<file path="src/rtl/mac_vec_pkg.sv">
// Shared width helpers and default sizing for the vector MAC.
package mac_vec_pkg;

  // Ceiling log2, usable in constant expressions (clog2(1) == 0).
  function automatic int clog2(input int value);
    int result;
    result = 0;
    for (int i = 0; i < 31; i++) begin
      if ((1 << i) < value) result = i + 1;
    end
    return result;
  endfunction

  // Full-precision width of one signed lane product.
  function automatic int prod_width(input int in_w, input int wt_w);
    return in_w + wt_w;
  endfunction

  // Width of the lane sum; grows by one bit per adder-tree level.
  function automatic int sum_width(input int in_w, input int wt_w, input int lanes);
    return in_w + wt_w + clog2(lanes);
  endfunction

  localparam int DEF_LANES = 4;
  localparam int DEF_IN_W  = 8;
  localparam int DEF_WT_W  = 8;
  localparam int DEF_ACC_W = 32;

  // Derived widths for the default configuration.
  localparam int PROD_W = prod_width(DEF_IN_W, DEF_WT_W);
  localparam int SUM_W  = sum_width(DEF_IN_W, DEF_WT_W, DEF_LANES);

endpackage

</file>
<file path="src/rtl/mac_vec_tree.sv">
// Registered lane multipliers (S1) followed by a registered adder tree (S2).
// Each stage carries a valid and a last bit alongside its data.
module mac_vec_tree
  import mac_vec_pkg::*;
#(
  parameter int LANES = DEF_LANES,
  parameter int IN_W  = DEF_IN_W,
  parameter int WT_W  = DEF_WT_W,
  localparam int PROD_BITS = prod_width(IN_W, WT_W),
  localparam int SUM_BITS  = sum_width(IN_W, WT_W, LANES)
) (
  input  logic                       clk,
  input  logic                       rst,
  input  logic                       clear,
  input  logic                       advance,
  input  logic                       in_valid,
  input  logic                       in_last,
  input  logic [LANES*IN_W-1:0]      in_data,
  input  logic [LANES*WT_W-1:0]      in_weight,
  output logic                       sum_valid,
  output logic                       sum_last,
  output logic signed [SUM_BITS-1:0] sum
);

  logic signed [PROD_BITS-1:0] prod_d [LANES];
  logic signed [PROD_BITS-1:0] prod_q [LANES];
  logic signed [SUM_BITS-1:0]  sum_d;
  logic                        s1_valid;
  logic                        s1_last;

  // Sign-extend each lane to product width, then multiply; the low bits are exact.
  always_comb begin
    logic signed [PROD_BITS-1:0] a_ext;
    logic signed [PROD_BITS-1:0] b_ext;
    a_ext = '0;
    b_ext = '0;
    for (int k = 0; k < LANES; k++) begin
      a_ext     = PROD_BITS'($signed(in_data[k*IN_W +: IN_W]));
      b_ext     = PROD_BITS'($signed(in_weight[k*WT_W +: WT_W]));
      prod_d[k] = a_ext * b_ext;
    end
  end

  // Sum the registered products at full tree width.
  always_comb begin
    sum_d = '0;
    for (int k = 0; k < LANES; k++) begin
      sum_d = sum_d + SUM_BITS'(prod_q[k]);
    end
  end

  // Stage registers: flush on clear, freeze when the output is stalled.
  always_ff @(posedge clk or posedge rst) begin
    if (rst) begin
      s1_valid  <= 1'b0;
      s1_last   <= 1'b0;
      sum_valid <= 1'b0;
      sum_last  <= 1'b0;
      sum       <= '0;
      for (int k = 0; k < LANES; k++) prod_q[k] <= '0;
    end else if (clear) begin
      s1_valid  <= 1'b0;
      s1_last   <= 1'b0;
      sum_valid <= 1'b0;
      sum_last  <= 1'b0;
    end else if (advance) begin
      s1_valid  <= in_valid;
      s1_last   <= in_last;
      prod_q    <= prod_d;
      sum_valid <= s1_valid;
      sum_last  <= s1_last;
      sum       <= sum_d;
    end
  end

endmodule

</file>
<file path="src/rtl/mac_vec.sv">
// Vector multiply-accumulate: LANES signed products per beat, summed and
// accumulated across beats until the last beat, then presented on a
// valid/ready output. Optional saturation is enabled by MAC_VEC_SAT_EN.
module mac_vec
  import mac_vec_pkg::*;
#(
  parameter int LANES = DEF_LANES,
  parameter int IN_W  = DEF_IN_W,
  parameter int WT_W  = DEF_WT_W,
  parameter int ACC_W = DEF_ACC_W
) (
  input  logic                    clk_i,
  input  logic                    rst_i,
  input  logic                    clear_i,
  input  logic                    in_valid_i,
  output logic                    in_ready_o,
  input  logic                    in_last_i,
  input  logic [LANES*IN_W-1:0]   in_data_i,
  input  logic [LANES*WT_W-1:0]   in_weight_i,
  output logic                    out_valid_o,
  input  logic                    out_ready_i,
  output logic signed [ACC_W-1:0] out_data_o,
  output logic                    out_sat_o
);

  localparam int SUM_BITS = sum_width(IN_W, WT_W, LANES);

  logic                       stall;
  logic                       accept;
  logic                       sum_valid;
  logic                       sum_last;
  logic signed [SUM_BITS-1:0] sum;
  logic signed [ACC_W-1:0]    sum_ext;
  logic signed [ACC_W-1:0]    acc;
  logic signed [ACC_W-1:0]    acc_next;

  assign stall      = out_valid_o & ~out_ready_i;
  assign in_ready_o = ~stall & ~clear_i;
  assign accept     = in_valid_i & in_ready_o;

  mac_vec_tree #(
    .LANES (LANES),
    .IN_W  (IN_W),
    .WT_W  (WT_W)
  ) u_tree (
    .clk       (clk_i),
    .rst       (rst_i),
    .clear     (clear_i),
    .advance   (~stall),
    .in_valid  (accept),
    .in_last   (in_last_i),
    .in_data   (in_data_i),
    .in_weight (in_weight_i),
    .sum_valid (sum_valid),
    .sum_last  (sum_last),
    .sum       (sum)
  );

  // Sign-extend the tree sum to accumulator width.
  always_comb begin
    sum_ext = ACC_W'(sum);
  end

`ifdef MAC_VEC_SAT_EN
  logic signed [ACC_W:0] wide;
  logic                  step_sat;
  logic                  acc_sat;
  logic                  sat_q;

  // One extra bit detects overflow; clamp to the signed range when it occurs.
  always_comb begin
    wide     = {acc[ACC_W-1], acc} + {sum_ext[ACC_W-1], sum_ext};
    step_sat = wide[ACC_W] ^ wide[ACC_W-1];
    acc_next = wide[ACC_W-1:0];
    if (step_sat) begin
      acc_next = wide[ACC_W] ? {1'b1, {(ACC_W-1){1'b0}}} : {1'b0, {(ACC_W-1){1'b1}}};
    end
  end

  // Sticky saturation flag per dot product, reported alongside its result.
  always_ff @(posedge clk_i or posedge rst_i) begin
    if (rst_i) begin
      acc_sat <= 1'b0;
      sat_q   <= 1'b0;
    end else if (clear_i) begin
      acc_sat <= 1'b0;
      sat_q   <= 1'b0;
    end else if (!stall && sum_valid) begin
      if (sum_last) begin
        sat_q   <= acc_sat | step_sat;
        acc_sat <= 1'b0;
      end else begin
        acc_sat <= acc_sat | step_sat;
      end
    end
  end

  assign out_sat_o = sat_q;
`else
  // Plain two's-complement accumulation wraps modulo 2^ACC_W.
  always_comb begin
    acc_next = acc + sum_ext;
  end

  assign out_sat_o = 1'b0;
`endif

  // S3: accumulate non-last beats, publish on the last beat, drop valid on handshake.
  always_ff @(posedge clk_i or posedge rst_i) begin
    if (rst_i) begin
      acc         <= '0;
      out_data_o  <= '0;
      out_valid_o <= 1'b0;
    end else if (clear_i) begin
      acc         <= '0;
      out_data_o  <= '0;
      out_valid_o <= 1'b0;
    end else if (!stall) begin
      if (sum_valid && sum_last) begin
        out_data_o  <= acc_next;
        acc         <= '0;
        out_valid_o <= 1'b1;
      end else begin
        if (sum_valid) acc <= acc_next;
        out_valid_o <= 1'b0;
      end
    end
  end

endmodule

</file>
<file path="config.mk">
export PLATFORM = sky130hd
export DESIGN_NAME = mac_vec
export DESIGN_NICKNAME = d
export VERILOG_FILES = /design/src/rtl/mac_vec_pkg.sv /design/src/rtl/mac_vec_tree.sv /design/src/rtl/mac_vec.sv
export SDC_FILE = /design/constraint.sdc
export NUM_CORES = 1
export LEC_CHECK = 0
export CAP_MARGIN = 20
export CORE_MARGIN = 1.5
export CORE_UTILIZATION = 49
export CTS_BUF_LIST = sky130_fd_sc_hd__clkbuf_16
export DETAILED_ROUTE_END_ITERATION = 6
export GPL_TIMING_DRIVEN = 0
export HOLD_SLACK_MARGIN = 0.02
export PLACE_DENSITY = 0.68
export SYNTH_ARGS = -nofsm -noshare
export SYNTH_HDL_FRONTEND = slang
export SYNTH_SLANG_ARGS = --single-unit
export TNS_END_PERCENT = 5
</file>
<file path="constraint.sdc">
create_clock -name clk_i -period 8.3 [get_ports clk_i]
set_input_delay 1.66 -clock clk_i [delete_from_list [all_inputs] [get_ports clk_i]]
set_output_delay 1.66 -clock clk_i [all_outputs]
set_load 0.01 [all_outputs]
</file>
==> results of run 1 <==
-- report_power, final --
part	switching [mW]	internal, mW	leakage (nW)	total [mW]
logic	2.99	2.37	7.89	5.37
clock network	0.345	0.480	0.293	0.825
registers	0.192	0.958	1.96	1.15
-- worst paths after layout --
path                                   endpoint  cells after the start
worst max-delay path                 in_ready_o                      8
worst min-delay path             out_data_o[15]                      2
worst max register to register   u_tree.sum[15]                     13
worst min register to register   out_data_o[15]                      2
max in group asynchronous         u_tree.sum[6]                      3
min in group asynchronous       u_tree.s1_valid                      2
-- sequential cells by signal, summed over array words and instances, names as in the netlist --
register,flops
u_tree.sum_valid,1
out_data_o,32
u_tree.sum,18
u_tree.s1_last,1
u_tree.prod_q,64
u_tree.sum_last,1
acc,32
u_tree.s1_valid,1
out_valid_o,1
-- cell families (layout without fill, tap and decap cells) --
logic type | count (synthesis) | in the layout
other | 1 | 2
AOI/OAI and AO/OA | 331 | 331
buffers and inverters | 378 | 513
DFF | 151 | 151
xor gates and xnor gates | 86 | 86
muxes | 15 | 15
adders and majority gates | 418 | 418
and+or+nand+nor | 579 | 579
-- area by class of cell --
| cell class | instances | area (sq um) |
|---|---|---|
| Antenna cell | 1 | 2.50 |
| Clock buffer | 17 | 425 |
| Clock inverter | 15 | 190 |
| Sequential cell | 151 | 3780 |
| Fill cell | 3265 | 16100 |
| Timing Repair Buffer | 103 | 1050 |
| Multi-Input combinational cell | 1430 | 13200 |
| Inverter | 342 | 1290 |
| Buffer | 36 | 139 |
| Tap cell | 468 | 586 |
-- Yosys cell counts, types with 44 or more instances --
cell | n | share of area
inv_1 | 342 | 0.070
fa_1 | 254 | 0.28
nand2_1 | 231 | 0.047
and2_1 | 166 | 0.056
ha_1 | 164 | 0.11
dfrtp_1 | 151 | 0.21
o21ai_0 | 88 | 0.024
a21oi_1 | 68 | 0.019
xnor2_1 | 58 | 0.028
a22o_1 | 47 | 0.022
nor2_1 | 44 | 0.0090
-- worst reg2reg max path, stage by stage (launching register included) --
cell	delay, ps
dfrtp_1	400
fa_1	520
fa_1	500
ha_1	160
inv_1	60
fa_1	470
nor2b_1	170
o31a_1	230
o211ai_1	170
a31oi_1	340
a21o_1	170
a21oi_1	70
xor2_1	170
o21ai_0	100
-- cells in the final DEF, fill, tap and decap left out, types with 18 or more instances in the layout --
cell / n
nand3_1: 18
dfrtp_1: 151
a21o_1: 19
a22o_1: 47
nor2b_1: 29
clkdlybuf4s50_1: 102
nand2b_1: 18
a21oi_1: 68
ha_1: 164
o21ai_0: 88
and2_1: 166
xnor2_1: 58
clkbuf_1: 29
xor2_1: 28
inv_1: 341
nor3_1: 23
nor2_1: 44
fa_1: 254
nand2_1: 231
-- layer usage --
layer | GRT usage | vias up | share of wire
met5 | 0 | - | 0
met4 | 0.0512 | 0 | 0.014
met3 | 0.0234 | 42 | 0.033
met2 | 0.391 | 234 | 0.50
met1 | 0.298 | 6845 | 0.46
li1 | - | 6568 | -
==> out/qor.txt, run 1 <==
Largest net degree at the start of global routing: 94
Syn-to-layout area delta: 12.3%
Slew headroom: 0.463
Worst Slack Setup Final: 1810 ps
TritonCTS Sinks: 151
HP Start: out_data_o[15]
Setup bufs post-CTS: 0
Placeable core area: 36800 sq um
Wire length per cell: 15.9 microns
Largest stage delay, worst path: 650 ps
Finished Core Util: 0.561
Via density: 5.34
Worst slew pin tran: 806 ps
Placed Area: 20000 sq um
CP max FO: 10
CP Data Required Time: 6640 ps
Multiplexer share of the synthesized area: 0.00858
H-tree levels: 4
CTS clk-pin slew, worst paths: 70 ps
DP HPWL: 33300 microns
DRC errors left: 0
Arr. time, crit path: 4830 ps
Sequential fraction of the synthesis area: 0.206
Synth Area in Simple Gates: 0.159
Ys Warns: 0
CP top delay family: buffers and inverters
I/O pins: 105
Power per Cell Area: 356 nW/um^2
Yosys cell types: 61
Total track usage: 0.223
Total power draw: 7.34 mW
RSZ-0062 raised after global routing: false
Starting density of the core: 0.500
Max_cap viols: 0
Full die area: 38700 sq um
Via count: 13700
First-pass GRT wire length: 69800 microns
Finished Cell Area: 20600 sq um
Compound-Gate Fraction of Synth Area: 0.121
Synth Area in Adders: 0.388
Cts repair resizes: 0
Lkg Pwr: 10.1 nW
GPL Wtd Cong: 0.891
WHS: 481 ps
Post-synth EDFFs: 0
Global route overflow: 0
Main combinational cell family by area after synthesis: adder cells
#FFs+latches synth: 151
Fin crit period: 6490 ps
Slowest CP cell: clkdlybuf4s50_1
Port Buffers: 102
Pre-CTS setup slack: 1740 ps
Final setup TNS: 0 ps
Worst-skew pair later-pin latency: 430 ps
TritonRoute pass-1 iters: 5
Antenna-violating nets left: 0
Final Hold Vio Count: 0
Initial antenna violation count: 1
Share of cells above drive strength 1: 0.0248
Final worst-path cycle share: 0.781
Syn nets: 2447
Worst path bufs/invs: 6
Max clock buf depth: 2
Syn avg cell area: 9.38 sq um
Post-synthesis async set-or-reset flop share: 1.00
Final setup fails: 0
Reg-to-Reg Start: u_tree.prod_q[1]
Critical Path Sink Type: output pin
Post-Syn Area: 18400 sq um
Crit path cell chain: clkdlybuf4s50_1 -> nand2b_1 -> clkbuf_1 -> nand2b_1 -> inv_1 -> clkbuf_1 -> buf_1 -> clkdlybuf4s50_1
Max VDD drop: 366 uV
Worst reg-to-reg setup slack: 4650 ps
Maximum clock rate: 0.154 GHz
DR iter-0 viols: 685
Xor and xnor area share after synthesis: 0.0410
Status: complete, no violations
Synthesized instance count: 1959
Primary FF master, synth: dfrtp_1
Layout Cells excl Fill: 2563
Routed wire length: 40800 microns
Vias in the first global route: 14500
Die Wd: 197 microns
TritonCTS clock tree: done
Die height: 197 microns
Fin nets: 2569
Critical path startpoint category: input pin
Num CTS Buffers: 17
CTS Root Buffer Type: clkbuf_16
HP Class: reg -> reg
Core Rows: 70
Critical path class: in -> out
DP Cell Count: 2530
Skew final: 8.17 ps
Critical path launch point: out_ready_i
Final Max Tran Viols: 0
CTS Hold Bufs: 0
No activity file was read; power rests on OpenSTA's default activity.
==> inputs of run 2 (changes only) <==
- clock period: 8.3 -> 6.2 ns (I/O delays scaled with it)
==> results of run 2 <==
The final DEF is identical to that of run 1. Status: complete, no violations.
Among the figures that moved: setup slack after placement 1740 ps -> 69.0 ps; setup slack after layout 1810 ps -> 464 ps; start point of the critical path out_ready_i -> in_weight_i[16]; end point of the critical path in_ready_o -> u_tree.prod_q[30]; register-to-register setup slack 4650 ps -> 2550 ps; total power 7.34 mW -> 9.83 mW; worst IR drop on VDD 366 uV -> 490 uV
==> inputs of run 3 (changes only) <==
- CORE_UTILIZATION: 49 -> 40
- PLACE_DENSITY: 0.68 -> 0.57
==> out/qor.txt, run 3 (synthesized netlist as in run 1, its figures left out) <==
Cts repair resizes: 0 (unchanged)
Worst slew pin tran: 949 ps (+144 ps)
Flop pwr share: 0.158 (about the same)
Status: complete, no violations
Core Rows: 78 (+11%)
Via density: 5.02 (-6.0%)
Largest register by flop count: u_tree.prod_q
Final worst-path cycle share: 0.932
CTS Root Buffer Type: clkbuf_16
GPL Wtd Cong: 0.853 (-4.3%)
DP HPWL: 35300 microns (+5.9%)
Lkg Pwr: 10.1 nW (-0.18%)
Skew final: 9.00 ps (+0.833 ps)
Initial antenna violation count: 1 (unchanged)
RSZ-0062 raised after global routing: false
Starting density of the core: 0.405 (-0.0947)
Syn-to-layout area delta: 12.9%
Finished Cell Area: 20800 sq um (+0.54%)
Net Switching: 4.69 mW
Die height: 217 microns (+11%)
CTS Hold Bufs: 0 (unchanged)
H-tree levels: 4 (unchanged)
Final setup TNS: 0 ps (unchanged)
Power share of the combinational group: 0.737 (+0.006)
Final Hold Vio Count: 0 (unchanged)
Total track usage: 0.188 (-0.0347)
Slew headroom: 0.364 (-0.0987)
Max_cap viols: 0 (unchanged)
Fin crit period: 5780 ps
Vias in the first global route: 14300 (-0.88%)
Share of cells above drive strength 1: 0.0220 (-0.00285)
Max VDD drop: 380 uV
DRC errors left: 0 (unchanged)
Port Buffers: 102 (unchanged)
Setup bufs post-CTS: 0 (unchanged)
I/O pins: 105 (unchanged)
WHS: 478 ps (-2.82 ps)
HP Class: reg -> reg
Antenna-violating nets left: 0 (unchanged)
Via count: 13500 (-1.2%)
Final Max Tran Viols: 0 (unchanged)
Worst-skew pair later-pin latency: 420 ps (about the same)
Die Wd: 217 microns (+11%)
Wire length per cell: 15.8 microns (-0.81%)
Commonest non-fill, non-tap cell in the layout: inv_1
TritonRoute pass-1 iters: 5 (unchanged)
Total power draw: 9.73 mW
Routed wire length: 42500 microns (+4.3%)
CP max FO: 10
Max reg flops: 64 (unchanged)
TritonCTS clock tree: done
Placed Area: 20200 sq um (+0.82%)
Placeable core area: 45400 sq um (+23%)
Maximum clock rate: 0.173 GHz
Fin nets: 2569 (unchanged)
Most frequent cells in the layout: inv_1, fa_1, nand2_1
Sw frac: 0.482
CP Data Required Time: 4960 ps
Max clock buf depth: 2 (unchanged)
Global route overflow: 0 (unchanged)
Power per Cell Area: 469 nW/um^2
Final setup fails: 0 (unchanged)
Full die area: 47300 sq um (+22%)
DR iter-0 viols: 627 (-8.5%)
Largest net degree at the start of global routing: 91 (-3.2%)
Largest registers: u_tree.prod_q x64, acc x32, out_data_o x32
First-pass GRT wire length: 71700 microns (+2.6%)
CTS clk-pin slew, worst paths: 60 ps (about the same)
Num CTS Buffers: 17 (unchanged)
Critical path startpoint category: input pin
TritonCTS Sinks: 151 (unchanged)
Arr. time, crit path: 4540 ps
Clock share of power: 0.104 (-0.008)
Critical path class: in -> out
Critical Path Sink Type: output pin
Internal: 5.04 mW
-- run 3: cell types whose count changed in the layout (fill, tap and decap cells not counted) --
| cell | change |
|---|---|
| bufinv_16 | -1 |
| clkinv_1 | +2 |
| inv_6 | -3 |
| inv_1 | +3 |
| clkinv_2 | -1 |
| inv_8 | -1 |
-- run 3: area by class of cell --
cell class / instances / area [sq um]
Clock buffer: 17 / 425
Tap cell: 600 / 751
Buffer: 36 / 139
Inverter: 342 / 1290
Sequential cell: 151 / 3780
Clock inverter: 14 / 136
Multi-Input combinational cell: 1430 / 13200
Antenna cell: 1 / 2.50
Timing Repair Buffer: 103 / 1050
Fill cell: 4367 / 24600
-- run 3: path summary, 6_finish.rpt --
path | slack [ps] | start | endpoint | cells past startpoint
worst min-delay path | 480 | u_tree.prod_q[48] | u_tree.prod_q[48] | 2
worst min register to register | 480 | u_tree.prod_q[48] | u_tree.prod_q[48] | 2
worst max register to register | 2620 | u_tree.prod_q[1] | u_tree.sum[15] | 13
min in group asynchronous | 1250 | rst_i | u_tree.s1_valid | 2
max in group asynchronous | 4090 | rst_i | u_tree.prod_q[56] | 3
worst max-delay path | 420 | out_ready_i | in_ready_o | 8
-- run 3: stage by stage --
step                      instances  setup WS [ps]  utilization
after global placement         2661          -1380        0.444
after global routing           2693            130        0.457
after floorplan                1959            895            -
final                          2694            424        0.457
after CTS                      2693            367        0.457
after detailed placement       2662           36.7        0.445
-- run 3: layer usage --
metal  wire length, microns  part of all wire  global-route usage
met1                  19800              0.47               0.250
met2                  20900              0.49               0.333
met3                   1050             0.025              0.0168
met4                    705             0.017              0.0417
met5                      0                 0                   0
-- run 3: power by group through the flow --
stage	registers, mW	logic (mW)	clock network, mW
2_1_floorplan	1.46	5.63	0
3_3_place_gp	1.56	7.02	0
3_5_place_dp	1.56	7.17	0
4_1_cts	1.55	7.23	1.03
5_1_grt	1.58	8.23	1.08
6_report	1.54	7.18	1.02
-- run 3: worst max-delay path: stages --
cell and delay, ps:
clkdlybuf4s50_1 470, nand2b_1 100, clkbuf_1 270, nand2b_1 290, inv_1 260, clkbuf_1 700, buf_1 530, clkdlybuf4s50_1 650
